`config.mk`:
```
export PLATFORM = sky130hd
export DESIGN_NAME = imem_loader
export DESIGN_NICKNAME = d
export VERILOG_FILES = /design/src/rtl/imem_loader_pkg.sv /design/src/rtl/imem_loader_byte_packer.sv /design/src/rtl/imem_loader.sv
export SDC_FILE = /design/constraint.sdc
export NUM_CORES = 1
export LEC_CHECK = 0
export BUFFER_PORTS_ARGS = -buffer_cell sky130_fd_sc_hd__buf_2
export CORE_MARGIN = 8
export CORE_UTILIZATION = 50
export DETAILED_ROUTE_END_ITERATION = 8
export PLACE_DENSITY = 0.76
export SLEW_MARGIN = 20
export SYNTH_ARGS = -nofsm -noshare
export SYNTH_HDL_FRONTEND = slang
export SYNTH_SLANG_ARGS = --single-unit
```
`constraint.sdc`:
```
create_clock -name clk -period 2.1 [get_ports clk]
set_input_delay 0.42 -clock clk [delete_from_list [all_inputs] [get_ports clk]]
set_output_delay 0.42 -clock clk [all_outputs]
set_load 0.03 [all_outputs]
```
`src/rtl/imem_loader_pkg.sv`:
```
// Shared types and constants for the instruction-memory boot loader.
// The optional checksum state is only entered when IMEM_LOADER_CHECKSUM_EN is defined.
package imem_loader_pkg;

   typedef enum logic [2:0] {
      LEN_LO = 3'd0,
      LEN_HI = 3'd1,
      DATA   = 3'd2,
      CHK    = 3'd3,
      DONE   = 3'd4,
      ERR    = 3'd5
   } state_t;

   localparam int IMEM_DEPTH = 256;
   localparam int HDR_LEN_W  = 16;

   // Running XOR of payload bytes, compared against the trailing checksum byte.
   function automatic logic [7:0] xor_fold(input logic [7:0] acc, input logic [7:0] b);
      return acc ^ b;
   endfunction

endpackage

```
`src/rtl/imem_loader_byte_packer.sv`:
```
// Collects accepted stream bytes into little-endian 32-bit words.
// word_valid pulses in the cycle the fourth byte of a word is accepted.
module imem_loader_byte_packer
   import imem_loader_pkg::*;
(
   input  logic        clk,
   input  logic        rst,
   input  logic        accept,
   input  logic [7:0]  in_byte,
   output logic        word_valid,
   output logic [31:0] word
);

   logic [1:0]      lane_cnt_r;
   logic [2:0][7:0] lane_r;

   // The top lane is never stored; the word is completed by the byte arriving now.
   always_comb begin
      word       = {in_byte, lane_r[2], lane_r[1], lane_r[0]};
      word_valid = accept && (lane_cnt_r == 2'd3);
   end

   // Lane counter and byte storage; lanes hold their value while no byte is offered.
   always_ff @(posedge clk) begin
      if (rst) begin
         lane_cnt_r <= 2'd0;
         lane_r     <= '0;
      end else if (accept) begin
         lane_cnt_r <= lane_cnt_r + 2'd1;
         case (lane_cnt_r)
            2'd0:    lane_r[0] <= in_byte;
            2'd1:    lane_r[1] <= in_byte;
            2'd2:    lane_r[2] <= in_byte;
            default: lane_r    <= lane_r;
         endcase
      end
   end

endmodule

```
`src/rtl/imem_loader.sv`:
```
// Boot-time instruction-memory writer: length header, payload words, CPU hold until loaded.
// Define IMEM_LOADER_CHECKSUM_EN to require a trailing XOR checksum byte after the payload.
module imem_loader
   import imem_loader_pkg::*;
#(
   parameter int ADDR_W = $clog2(IMEM_DEPTH),
   parameter int LEN_W  = HDR_LEN_W
) (
   input  logic              clk,
   input  logic              rst,
   input  logic [7:0]        in_data,
   input  logic              in_valid,
   output logic              in_ready,
   output logic              imem_we,
   output logic [ADDR_W-1:0] imem_addr,
   output logic [31:0]       imem_wdata,
   output logic              cpu_hold,
   output logic              done,
   output logic              error,
   output logic [ADDR_W:0]   words_loaded
);

   localparam logic [LEN_W-1:0] MAX_WORDS = LEN_W'(2 ** ADDR_W);

`ifdef IMEM_LOADER_CHECKSUM_EN
   localparam state_t END_ST = CHK;
`else
   localparam state_t END_ST = DONE;
`endif

   state_t              state_r, state_next_s;
   logic [LEN_W-1:0]    len_r, len_next_s, len_hi_s, wl_ext_s;
   logic                in_ready_r, in_ready_next_s;
   logic                imem_we_r;
   logic [ADDR_W-1:0]   imem_addr_r;
   logic [31:0]         imem_wdata_r;
   logic                cpu_hold_r, done_r, error_r;
   logic [ADDR_W:0]     words_loaded_r;
   logic                accept_s, data_accept_s, word_valid_s, last_byte_s;
   logic [31:0]         word_s;

   assign accept_s      = in_valid && in_ready_r;
   assign data_accept_s = accept_s && (state_r == DATA);
   assign len_hi_s      = LEN_W'({in_data, len_r[7:0]});
   assign wl_ext_s      = LEN_W'(words_loaded_r);
   assign last_byte_s   = word_valid_s && ((wl_ext_s + LEN_W'(1'b1)) == len_r);

   imem_loader_byte_packer u_packer (
      .clk        (clk),
      .rst        (rst),
      .accept     (data_accept_s),
      .in_byte    (in_data),
      .word_valid (word_valid_s),
      .word       (word_s)
   );

`ifdef IMEM_LOADER_CHECKSUM_EN
   logic [7:0] csum_r;

   // Accumulate the XOR of payload bytes only; header bytes are excluded.
   always_ff @(posedge clk) begin
      if (rst) begin
         csum_r <= 8'd0;
      end else if (data_accept_s) begin
         csum_r <= xor_fold(csum_r, in_data);
      end
   end
`endif

   // Next-state, header capture and next-cycle ready decision.
   always_comb begin
      state_next_s    = state_r;
      len_next_s      = len_r;
      in_ready_next_s = 1'b0;
      case (state_r)
         LEN_LO: begin
            if (accept_s) begin
               len_next_s   = {len_r[LEN_W-1:8], in_data};
               state_next_s = LEN_HI;
            end else begin
               state_next_s = LEN_LO;
            end
         end
         LEN_HI: begin
            if (accept_s) begin
               len_next_s = len_hi_s;
               if (len_hi_s == '0) begin
                  state_next_s = END_ST;
               end else if (len_hi_s > MAX_WORDS) begin
                  state_next_s = ERR;
               end else begin
                  state_next_s = DATA;
               end
            end else begin
               state_next_s = LEN_HI;
            end
         end
         // Leave DATA only once the final word's write strobe is on the port.
         DATA: begin
            if (imem_we_r && (wl_ext_s == len_r)) begin
               state_next_s = END_ST;
            end else begin
               state_next_s = DATA;
            end
         end
         CHK: begin
`ifdef IMEM_LOADER_CHECKSUM_EN
            if (accept_s) begin
               state_next_s = (in_data == csum_r) ? DONE : ERR;
            end else begin
               state_next_s = CHK;
            end
`else
            state_next_s = ERR;
`endif
         end
         DONE:    state_next_s = DONE;
         ERR:     state_next_s = ERR;
         default: state_next_s = ERR;
      endcase

      // Ready drops after the last payload byte so nothing slips in during its write.
      case (state_next_s)
         LEN_LO, LEN_HI, CHK: in_ready_next_s = 1'b1;
         DATA:                in_ready_next_s = !last_byte_s;
         DONE, ERR:           in_ready_next_s = 1'b0;
         default:             in_ready_next_s = 1'b0;
      endcase
   end

   // State, write port and status registers; reset drops any pending write.
   always_ff @(posedge clk) begin
      if (rst) begin
         state_r        <= LEN_LO;
         len_r          <= '0;
         in_ready_r     <= 1'b0;
         imem_we_r      <= 1'b0;
         imem_addr_r    <= '0;
         imem_wdata_r   <= 32'h0000_0000;
         cpu_hold_r     <= 1'b1;
         done_r         <= 1'b0;
         error_r        <= 1'b0;
         words_loaded_r <= '0;
      end else begin
         state_r    <= state_next_s;
         len_r      <= len_next_s;
         in_ready_r <= in_ready_next_s;
         imem_we_r  <= word_valid_s;
         if (word_valid_s) begin
            imem_addr_r    <= words_loaded_r[ADDR_W-1:0];
            imem_wdata_r   <= word_s;
            words_loaded_r <= words_loaded_r + {{ADDR_W{1'b0}}, 1'b1};
         end
         done_r     <= (state_next_s == DONE);
         error_r    <= (state_next_s == ERR);
         cpu_hold_r <= (state_next_s != DONE);
      end
   end

   assign in_ready     = in_ready_r;
   assign imem_we      = imem_we_r;
   assign imem_addr    = imem_addr_r;
   assign imem_wdata   = imem_wdata_r;
   assign cpu_hold     = cpu_hold_r;
   assign done         = done_r;
   assign error        = error_r;
   assign words_loaded = words_loaded_r;

endmodule

```
==> results of run 1 <==
sequential cells by signal, indices dropped and copies added (netlist names), 2 cells and up:
name and count:
imem_addr 8, imem_wdata 32, len_r 16, state_r 3, u_packer.lane_cnt_r 2, u_packer.word 24
words_loaded 9
worst min-delay path: cells and delay by family:
kind            cells  cell delay [ns]
compound gates      1             0.05
buf+inv             1             0.16
simple gates        1             0.08
what timing repair did:
item | CTS | global route
setup buffers | 0 | 3
setup endpoints to repair | 0 | 2
gates resized for setup | 0 | 9
hold endpoints to repair | 0 | 0
synthesized netlist by cell type (5+ instances only):
| master | instances | area [µm²] |
|---|---|---|
| nor2_1 | 29 | 109 |
| a21oi_1 | 75 | 375 |
| ha_1 | 5 | 62.6 |
| mux2i_1 | 10 | 100 |
| xnor2_1 | 12 | 105 |
| buf_1 | 5 | 18.8 |
| nor4_1 | 7 | 43.8 |
| nand2_1 | 127 | 477 |
| xor2_1 | 11 | 96.3 |
| dfxtp_1 | 99 | 1980 |
| nand3_1 | 37 | 185 |
| nor3_1 | 5 | 25.0 |
| clkbuf_1 | 28 | 105 |
stage by stage:
step	cell area, µm²	setup slack [ns]	setup TNS (ns)	cells
CTS	4720	0.00417	0	665
floorplan	4050	0.0489	0	499
finish	4770	-0.00741	-0.00741	668
global route	4770	-0.0204	-0.0204	668
global placement	4530	0.0572	0	649
detailed placement	4530	0.0164	0	649
area by class of cell:
cell class | instances | area (µm²)
repair buffers | 88 | 526
well taps | 102 | 128
clock inverters | 7 | 58.8
inverters | 4 | 15.0
flip-flops and latches | 99 | 2000
fillers | 704 | 3000
multi-input cells | 359 | 1920
clock buffers | 9 | 124
power by group:
part           internal [mW]  total (mW)  switching [mW]  leakage, nW
sequential              1.89        1.90          0.0151        0.803
clock                  0.450        1.15           0.703       0.0921
combinational         0.0649       0.181           0.116        0.933
how the worst max path moves through the flow:
stage | end | depth (start not counted)
5_1_grt | in_ready | 6
3_5_place_dp | in_ready | 4
4_1_cts | in_ready | 4
2_1_floorplan | in_ready | 5
3_3_place_gp | in_ready | 4
6_report | in_ready | 6
per-layer routing:
metal,share of wire,global-route usage,vias up
li1,-,-,1790
met1,0.44,0.213,1589
met2,0.47,0.277,98
met3,0.063,0.0463,22
met4,0.022,0.0824,0
met5,0,0,-
cells in the final DEF (no fill, tap or decap), types with 2 or more instances in the layout:
cell type  netlist  routed
or2_2            4       4
inv_6            0       2
nand3_1         37      37
a31oi_1          4       4
nand2_1        127     126
o21ai_0          3       3
nand4_1          2       2
and2_1           2       2
nor2_1          29      29
and3b_1          3       2
dfxtp_4          0       2
a21oi_1         75      75
dfxtp_1         99      90
nor4_1           7       6
buf_12           0       2
or4_4            1       3
xor2_1          11      11
nand3b_1         2       2
nand2b_1         2       2
or3_1            4       4
buf_4            0      22
mux2i_1         10      10
xnor2_1         12      11
inv_1            4       4
nor3_1           5       4
dfxtp_2          0       7
clkbuf_8         0       9
buf_2            4      64
ha_1             5       4
clkinv_4         0       2
kinds of logic after synthesis:
| kind of cell | Yosys count | share of synthesized area |
|---|---|---|
| AOI/OAI and AO/OA | 89 | 0.118 |
| xor gates and xnor gates | 23 | 0.0502 |
| adders and majority gates | 5 | 0.0156 |
| buffers and inverters | 41 | 0.0396 |
| DFF | 99 | 0.493 |
| muxes | 10 | 0.0249 |
| and+or+nand+nor | 232 | 0.258 |
==> results.tsv, run 1 <==
metric	value	unit
status	finished with violations	
failing checks	negative setup slack	
GPL Wtd Cong	0.907	
syn nets	515	
sequential share of the synthesized area	0.493	
fraction of layout cells with a size suffix above 1	0.226	
Hold-fix buffers, CTS	0	
R2R depth	6	
Hold Crit Class	in -> reg	
Final Hold Fails	0	
Final Slew Violations	0	
Tcrit/Tclk final	1.00	
chip width	106	µm
DR WL/cell	14.4	µm
Area Overhead vs Synth	18.7	%
async set-reset flop share out of synthesis	0	
crit-path most repeated cell	or4_4	
Hold Startpoint	in_data[7]	
Worst Hold Slack	0.377	ns
mean area per synthesized cell	8.05	µm²
CP bufs+invs	0	
# diodes	0	
crit path DAT	2.36	ns
cell chain of the critical path	ha_4 > xnor2_2 > nand2_1 > or4_4 > or4_4 > o31a_1	
core area	0.00777	mm²
Reg clk slew, reported paths	0.11	ns
Starting Density	0.517	
first-pass GRT wire length	15.9	mm
Startpoint Class	flop	
Critical Path Start	words_loaded[0]	
Sink Count	99	
cell area after synthesis	0.00402	mm²
number of global-route vias before repair	3364	
DRT Wirelength	9.64	mm
synth unique cells	38	
number of DRC markers in iteration 0	151	
critical path type	reg -> reg	
Main synth FF type	dfxtp_1	
Seq cells post-synth	99	
RR Startpoint	words_loaded[0]	
pin count of the biggest net entering global routing	49	
static leakage	1.83	nW
Least-Margin Pin Slew	0.507	ns
Syn. warnings	0	
die area	0.0112	mm²
PortBufs	64	
CP delay by family, top	simple AND/OR/NAND/NOR gates	
CTS Root Cell	clkbuf_8	
TritonCTS Buffers	9	
Hold Crit Depth	3	
vias	3499	
vias per inst	5.24	
Total GRT Usage	0.173	
Peak Freq	475	MHz
Worst Path Required	2.36	ns
RSZ-0062 raised after global routing	true	
first-pass iteration count of the detailed router	4	
Rows	32	
reg-to-reg endpoint	in_ready	
delay of the slowest critical-path stage	0.49	ns
Max VDD drop	0.445	mV
DP Wirelength	6.70	mm
fin util	0.614	
Remaining Overflow, GRT	0	
CTS tree	done	
Synth Instances	499	
DRC viols	0	
max_slew headroom	0.662	
Worst path slowest cell	or4_4	
die height	106	µm
H-tree depth	3	
critical path fanouts, max	3	
fin crit period	2.11	ns
initial antenna violation count	0	
setup violators final	1	
Final WS setup	-0.00741	ns
Layout Skew	0.0123	ns
CTS Buffer Depth	2	
# IOs	65	
Antenna Nets Post-Route	0	
Post-synth EDFFs	0	
max-cap viol count	0	
PwrDens	679	mW/mm²
Worst-Skew Late Latency	0.37	ns
Final #Nets	577	
R2R setup slack	-0.007	ns
WHS Endpoint	imem_wdata[31]	
Total Power	3.24	mW
critical path capture point type	flop	
Power figures use the tool's default switching activity.
==> run 2, diff against run 1 <==
Settings changed: REMOVE_ABC_BUFFERS from default to 1.
==> results.tsv, run 2 (synthesized netlist as in run 1, its figures left out) <==
metric	value	unit
Layout fillers	731	
Worst-Skew Late Latency	0.37	ns
DP Wirelength	6.78	mm
Worst Path Required	2.36	ns
PortBufs	64	
CP bufs+invs	0	
die area	0.0112	mm²
Final #Nets	577	
P_sw	0.835	mW
Post-Layout Cell Count	668	
Hold-fix buffers, CTS	0	
TritonCTS Buffers	9	
# diodes	0	
CP delay by family, top	simple AND/OR/NAND/NOR gates	
critical path capture point type	flop	
critical path type	reg -> reg	
Largest register FFs	32	
Least-Margin Pin Slew	0.507	ns
DR WL/cell	14.8	µm
fin util	0.610	
Inst Count DP	652	
vias	3542	
max_slew headroom	0.662	
status	finished clean	
fin crit period	2.09	ns
die height	106	µm
H-tree depth	3	
Hold Crit Class	in -> reg	
commonest non-fill, non-tap cell in the layout	nand2_1	
Antenna Nets Post-Route	0	
vias per inst	5.30	
DRC viols	0	
number of DRC markers in iteration 0	225	
initial antenna violation count	0	
CTS Buffer Depth	2	
first-pass iteration count of the detailed router	4	
DRT Wirelength	9.90	mm
fraction of layout cells with a size suffix above 1	0.214	
crit-path most repeated cell	or4_1	
RSZ-0062 raised after global routing	true	
number of global-route vias before repair	3389	
pin count of the biggest net entering global routing	49	
Setup Fix Bufs, Post-CTS	0	
core area	0.00777	mm²
Starting Density	0.517	
Flop pwr share	0.587	
setup violators final	0	
Comb pwr share	0.055	
Peak Freq	479	MHz
Total GRT Usage	0.178	
Worst path slowest cell	or4_1	
chip width	106	µm
commonest non-fill, non-tap cells in the layout	nand2_1 (127), dfxtp_1 (94), a21oi_1 (75)	
crit path DAT	2.35	ns
switch share	0.257	
max-cap viol count	0	
Remaining Overflow, GRT	0	
delay of the slowest critical-path stage	0.51	ns
clock group share of total power	0.357	
Tcrit/Tclk final	0.993	
first-pass GRT wire length	16.6	mm
Pint	2.41	mW
Rows	32	
CTS Root Cell	clkbuf_8	
cell chain of the critical path	ha_1 > and3b_2 > nand2_1 > or4_1 > or4_1 > o31a_1	
Reg clk slew, reported paths	0.10	ns
GPL Wtd Cong	0.909	
Max VDD drop	0.357	mV
critical path fanouts, max	2	
static leakage	1.82	nW
Startpoint Class	flop	
PwrDens	686	mW/mm²
Sink Count	99	
Layout Skew	0.00870	ns
Final Slew Violations	0	
CTS tree	done	
Area Overhead vs Synth	17.9	%
Final Hold Fails	0	
# IOs	65	
run 2: cell count changes in the layout (fill, tap and decap cells not counted), sizes merged:
cell	previous run	this run
inv	7	9
clkinvlp	1	0
clkinv	3	2
run 2: worst register-to-register path, delay by kind of cell, from the launching register on:
family | cells | cell delay, ns
compound gates | 1 | 0.24
simple gates | 4 | 1.24
fa+ha+maj | 1 | 0.16
flops | 1 | 0.35
run 2: final cells by class:
| type | instances | area, µm² | area share |
|---|---|---|---|
| clock buffers | 9 | 124 | 0.0262 |
| inverters | 4 | 15.0 | 0.00317 |
| multi-input cells | 359 | 1910 | 0.403 |
| repair buffers | 88 | 513 | 0.108 |
| well taps | 102 | 128 | 0.0270 |
| flip-flops and latches | 99 | 1990 | 0.420 |
| clock inverters | 7 | 58.8 | 0.0124 |
run 2: what timing repair did:
item                       4_1_cts  5_1_grt
gates resized for setup          6        3
setup endpoints to repair        1        4
pin swaps                        4        0
run 2: layer usage:
layer / global-route usage / vias up / routed length, µm
met2: 0.289 / 80 / 4820
met3: 0.0384 / 11 / 574
met1: 0.221 / 1659 / 4380
met5: 0 / - / 0
met4: 0.0844 / 0 / 128
li1: - / 1792 / -
run 2: power by group through the flow:
stage / Combinational [mW] / Sequential, mW / Clock [mW]
floorplan: 0.0726 / 1.95 / 0
global placement: 0.172 / 1.95 / 0
detailed placement: 0.176 / 1.95 / 0
CTS: 0.177 / 1.91 / 1.18
global route: 0.196 / 1.91 / 1.26
finish: 0.180 / 1.91 / 1.16
run 2: stage by stage:
step                      area, µm²  setup TNS (ns)  power (mW)  hold WS, ns  setup slack [ns]
after global placement         4520         -0.0410        2.12        0.438           -0.0410
after CTS                      4720               0        3.27        0.293            0.0258
final                          4730               0        3.25        0.304            0.0140
after floorplan                3870          -24.68        2.03        0.426            -0.944
after global routing           4730         -0.0690        3.36        0.318           -0.0690
after detailed placement       4520         -0.0752        2.13        0.444           -0.0752
run 2: path summary, 6_finish.rpt:
kind,endpoint,slack (ns),startpoint,cells after the start
hold reg to reg,imem_addr[2],0.45,imem_addr[2],2
setup / recovery,in_ready,0.01,u_packer.lane_cnt_r[1],6
setup reg to reg,in_ready,0.01,u_packer.lane_cnt_r[1],6
hold / removal,words_loaded[8],0.30,rst,2
